--- src/rtl/alu_seq_pkg.sv ---
// Shared types and constants for the shift-add sequencer: state encoding,
// op codes and the bit positions of each control strobe.
package alu_seq_pkg;

    typedef enum logic [3:0] {
        IDLE, LOAD_M, LOAD_Q, ARITH, SIGN, SHIFT, OUT_A, OUT_Q, DONE
    } state_e;

    localparam logic OP_MUL = 1'b0;
    localparam logic OP_DIV = 1'b1;

    localparam int C_LOADM  = 0;
    localparam int C_LOADQ  = 1;
    localparam int C_SETQ0  = 2;
    localparam int C_ADDSUB = 3;
    localparam int C_SHIFT  = 4;
    localparam int C_OUTA   = 5;
    localparam int C_OUTQ   = 6;
    localparam int C_DONE   = 7;
    localparam int NUM_C    = 8;

    // Each state owns at most one strobe; unlisted encodings drive nothing.
    function automatic logic [NUM_C-1:0] strobe_of(input state_e s);
        logic [NUM_C-1:0] c;
        c = '0;
        case (s)
            LOAD_M:  c[C_LOADM]  = 1'b1;
            LOAD_Q:  c[C_LOADQ]  = 1'b1;
            ARITH:   c[C_ADDSUB] = 1'b1;
            SIGN:    c[C_SETQ0]  = 1'b1;
            SHIFT:   c[C_SHIFT]  = 1'b1;
            OUT_A:   c[C_OUTA]   = 1'b1;
            OUT_Q:   c[C_OUTQ]   = 1'b1;
            DONE:    c[C_DONE]   = 1'b1;
            default: c = '0;
        endcase
        return c;
    endfunction

endpackage

--- src/rtl/alu_iter_cnt.sv ---
// Loadable iteration down-counter; saturates at zero so it never wraps.
module alu_iter_cnt #(
    parameter int CNT_W = 5
) (
    input  logic             CLK,
    input  logic             RESET,
    input  logic             load,
    input  logic [CNT_W-1:0] load_val,
    input  logic             dec,
    output logic             zero
);

    logic [CNT_W-1:0] cnt;

    always_ff @(posedge CLK) begin
        if (RESET)
            cnt <= '0;
        else if (load)
            cnt <= load_val;
        else if (dec && cnt != '0)
            cnt <= cnt - CNT_W'(1);
    end

    assign zero = (cnt == '0);

endmodule

--- src/rtl/alu_seq_ctrl.sv ---
// Moore sequencer for the shift-add multiply/divide datapath. Strobes and busy
// are registered from the next state, so nothing combinational reaches them.
module alu_seq_ctrl
    import alu_seq_pkg::*;
#(
    parameter int WIDTH = 32,
    parameter int CNT_W = $clog2(WIDTH)
) (
    input  logic CLK,
    input  logic RESET,
    input  logic start,
    input  logic op,
    output logic c0,
    output logic c1,
    output logic c2,
    output logic c3,
    output logic c4,
    output logic c5,
    output logic c6,
    output logic c7,
    output logic busy,
    output logic op_q
);

    state_e           state, nxt;
    logic             cnt_zero;
    logic [NUM_C-1:0] c_q;

    alu_iter_cnt #(.CNT_W(CNT_W)) u_cnt (
        .CLK      (CLK),
        .RESET    (RESET),
        .load     (state == LOAD_Q),
        .load_val (CNT_W'(WIDTH - 1)),
        .dec      (state == SHIFT),
        .zero     (cnt_zero)
    );

    always_comb begin
        nxt = IDLE;
        case (state)
            IDLE:    nxt = start ? LOAD_M : IDLE;
            LOAD_M:  nxt = LOAD_Q;
            LOAD_Q:  nxt = ARITH;
            ARITH:   nxt = (op_q == OP_DIV) ? SIGN : SHIFT;
            SIGN:    nxt = SHIFT;
            SHIFT:   nxt = cnt_zero ? OUT_A : ARITH;
            OUT_A:   nxt = OUT_Q;
            OUT_Q:   nxt = DONE;
            DONE:    nxt = IDLE;
            default: nxt = IDLE;
        endcase
    end

    always_ff @(posedge CLK) begin
        if (RESET) begin
            state <= IDLE;
            op_q  <= OP_MUL;
            c_q   <= '0;
            busy  <= 1'b0;
        end else begin
            state <= nxt;
            c_q   <= strobe_of(nxt);
            busy  <= (nxt != IDLE);
            if (state == IDLE && start)
                op_q <= op;
        end
    end

    assign {c7, c6, c5, c4, c3, c2, c1, c0} = c_q;

endmodule

--- config.mk ---
export PLATFORM = sky130hd
export DESIGN_NAME = alu_seq_ctrl
export DESIGN_NICKNAME = d
export VERILOG_FILES = /design/src/rtl/alu_seq_pkg.sv /design/src/rtl/alu_iter_cnt.sv /design/src/rtl/alu_seq_ctrl.sv
export SDC_FILE = /design/constraint.sdc
export NUM_CORES = 1
export LEC_CHECK = 0
export ABC_AREA = 1
export ABC_CLOCK_PERIOD_IN_PS = 1800
export BUFFER_PORTS_ARGS = -buffer_cell sky130_fd_sc_hd__buf_2
export CAP_MARGIN = 30
export CELL_PAD_IN_SITES_DETAIL_PLACEMENT = 1
export CELL_PAD_IN_SITES_GLOBAL_PLACEMENT = 2
export CORE_MARGIN = 2
export CORE_UTILIZATION = 25
export CTS_BUF_LIST = sky130_fd_sc_hd__clkbuf_8 sky130_fd_sc_hd__clkbuf_16
export DETAILED_ROUTE_END_ITERATION = 6
export PLACE_DENSITY = 0.73
export REMOVE_ABC_BUFFERS = 1
export SLEW_MARGIN = 20
export SYNTH_ARGS = -nofsm -noshare
export SYNTH_HDL_FRONTEND = slang
export SYNTH_HIERARCHICAL = 1
export SYNTH_SLANG_ARGS = --single-unit
--- constraint.sdc ---
create_clock -name CLK -period 1.8 [get_ports CLK]
set_input_delay 0.09 -clock CLK [delete_from_list [all_inputs] [get_ports CLK]]
set_output_delay 0.09 -clock CLK [all_outputs]
set_load 0.02 [all_outputs]
==> run metrics <==
status=completed; Syn Std Cell Area=920 um^2; # placed instances=194; GRT overflow=0; Leakage=0.561 nW; most common cell in the netlist=nor2_1; MaxCap Viol Count=0; Final Slew Violations=0; Crit Path Class=reg2reg; post-detail-place hpwl=1.67 mm; Buf/Inv on CP=4; Hold Path Origin=start; Routed WL per cell=10.9 um; gate count after technology mapping=128; Clock Path Buffers=2; Final Hold Viols=0; Pre-Repair DR Iteration Count=3; Max Fclk=643 MHz; Seq cells post-synth=19; Post-synth EDFFs=0; clk root buf=clkbuf_8; endpoints failing setup=0; cell accounting for the most synthesized area=dfxtp_1; nets@finish=156; Final min period=1560 ps; synth cell count leaders=29 x nor2_1, 19 x dfxtp_1, 17 x inv_1; Core Area=3610 um^2; RSZ-0062 raised after global routing=false; CTS tree=yes; via count=836; register area share after synthesis=0.414; Final Worst Setup Slack=245 ps; CP required=1970 ps; Critical R2R Launch=u_cnt/cnt[1]$_SDFFE_PP0P_; R2R setup slack=240 ps; Final GP Congestion=0.836; Worst Hold End=c_q[0]$_SDFF_PP0_; Area growth syn-to-layout=21.4%; crit path max fanout=4; Final ANT Viol Nets=0; area of the die=4180 um^2; vias in the first global route=898; fin crit share=0.864; Worst path slowest cell=dfxtp_1; worst-skew pair later-pin latency=260 ps; CTS sink cnt=19; cts hold-fix bufs=0; syn_area_per_cell=7.18 um^2; share of cells above drive strength 1=0.287; post-DR vias/cell=4.22; Port Buffers=13; worst min path class=in2reg; Setup WS pre-CTS=213 ps; dominant cells by area after synthesis=dfxtp_1 41%, nor2_1 12%, inv_1 6.9%; CTS-repair resized insts=0; setup TNS=0 ps; fin cells=198; Detailed Route WL=2.15 mm; CP max stage delay=300 ps; worst r2r path cells=11; GRT Resource Usage Total=0.125; Cell Chain, Critical Path=inv_1 -> ha_1 -> nand3_2 -> inv_1 -> inv_1 -> nand3_1 -> nand2_2 -> nor2_4 -> nand3_2 -> nand2_1 -> inv_1; initial core utilization=0.255; initial antenna violation count=0; total power=1.22 mW; n_diodes=0; Die Y=64.7 um; pwr dens=1090 nW/um^2; Max VDD drop=0.419 mV; Clock transition at path regs=80 ps; largest net degree at the start of global routing=13; Worst Clk Skew=7.32 ps; CTS buffer count=3; die width=64.7 um; Yosys top cell area share=0.414; Arr. time, crit path=1720 ps; H-Tree Depth=1; synth unique cells=22; CP top delay family=simple AND/OR/NAND/NOR gates; row count=22; DR iter-0 viols=22; DRC Markers=0; Top Ports=14; Critical Path End Type=register; Most common cell on crit path=inv_1; Ys Warns=6; Fill cells=474; postcts setup bufs=0; dominant synthesized flop cell=dfxtp_1; WHS Path Cells=3; fraction of registers with async set/reset=0; reg-to-reg endpoint=busy$_SDFF_PP0_; global-route wire length before repair=3.97 mm; CP Launch Type=register
==> area by class of cell <==
type                            count  area [um^2]  area share
Multi-Input combinational cell     91          465       0.417
Sequential cell                    19          380       0.341
Inverter                           21         81.3      0.0729
Timing Repair Buffer               15         80.1      0.0717
Tap cell                           48         60.1      0.0538
Clock buffer                        3         41.3      0.0370
Clock inverter                      1         7.51     0.00673
==> worst max-delay path by stage <==
stage | startpoint | to | slack [ps] | cells past startpoint
6_report | u_cnt/cnt[1]$_SDFFE_PP0P_ | busy$_SDFF_PP0_ | 240 | 11
5_1_grt | u_cnt/cnt[1]$_SDFFE_PP0P_ | busy$_SDFF_PP0_ | 30 | 11
4_1_cts | u_cnt/cnt[1]$_SDFFE_PP0P_ | c_q[6]$_SDFF_PP0_ | 220 | 11
3_5_place_dp | u_cnt/cnt[1]$_SDFFE_PP0P_ | busy$_SDFF_PP0_ | 210 | 11
3_3_place_gp | u_cnt/cnt[1]$_SDFFE_PP0P_ | busy$_SDFF_PP0_ | 280 | 11
2_1_floorplan | u_cnt/cnt[0]$_SDFFE_PP0P_ | busy$_SDFF_PP0_ | 390 | 12
==> per-stage QoR <==
step                hold WS, ps  cell area (um^2)   util
finish                      126              1120  0.310
global route                136              1120  0.310
CTS                         117              1120  0.310
detailed placement          394              1070  0.296
global placement            379              1070  0.296
floorplan                   162               927      -
==> power by group <==
| group | switching, mW | internal, mW | total, mW |
|---|---|---|---|
| logic | 0.271 | 0.136 | 0.407 |
| clock network | 0.150 | 0.156 | 0.306 |
| registers | 0.0354 | 0.469 | 0.505 |
==> tightest hold or removal path, delay by kind of cell <==
kind          cells  cell delay [ps]
buf+inv           1              110
simple gates      2              150
==> state kept, by name (all words and copies together), names as in the netlist <==
name / flops
u_cnt/cnt: 5
c_q: 8
state: 4
busy: 1
op_q: 1
==> layer usage <==
| layer | part of all wire | vias up | global-route usage |
|---|---|---|---|
| met2 | 0.50 | 10 | 0.225 |
| met5 | 0 | - | 0 |
| met1 | 0.45 | 387 | 0.138 |
| li1 | - | 434 | - |
| met3 | 0.029 | 5 | 0.0260 |
| met4 | 0.022 | 0 | 0.0638 |
==> kinds of logic (layout without fill, tap and decap cells) <==
family | count (synthesis) | count (layout) | share of synthesized area
flops | 19 | 19 | 0.414
other cells | 1 | 5 | 0.00408
fa+ha+maj | 1 | 1 | 0.0136
buf+inv | 22 | 40 | 0.0966
compound gates | 7 | 7 | 0.0381
simple gates | 78 | 78 | 0.434
==> cells in the final DEF (no fill, tap or decap), types with 2 or more instances in the layout <==
cell type   n
nor2_1     29
dfxtp_1    19
inv_1      17
nand2_1    16
buf_2      13
nand2_2     8
nand3_1     7
conb_1      5
nand3_2     4
inv_2       3
nor2_2      3
nor3_1      3
o21ai_0     3
a21oi_1     3
nor3_2      3
clkbuf_8    3
nand4_1     2
buf_4       2
Note: power is estimated with default switching activity, not from simulation.
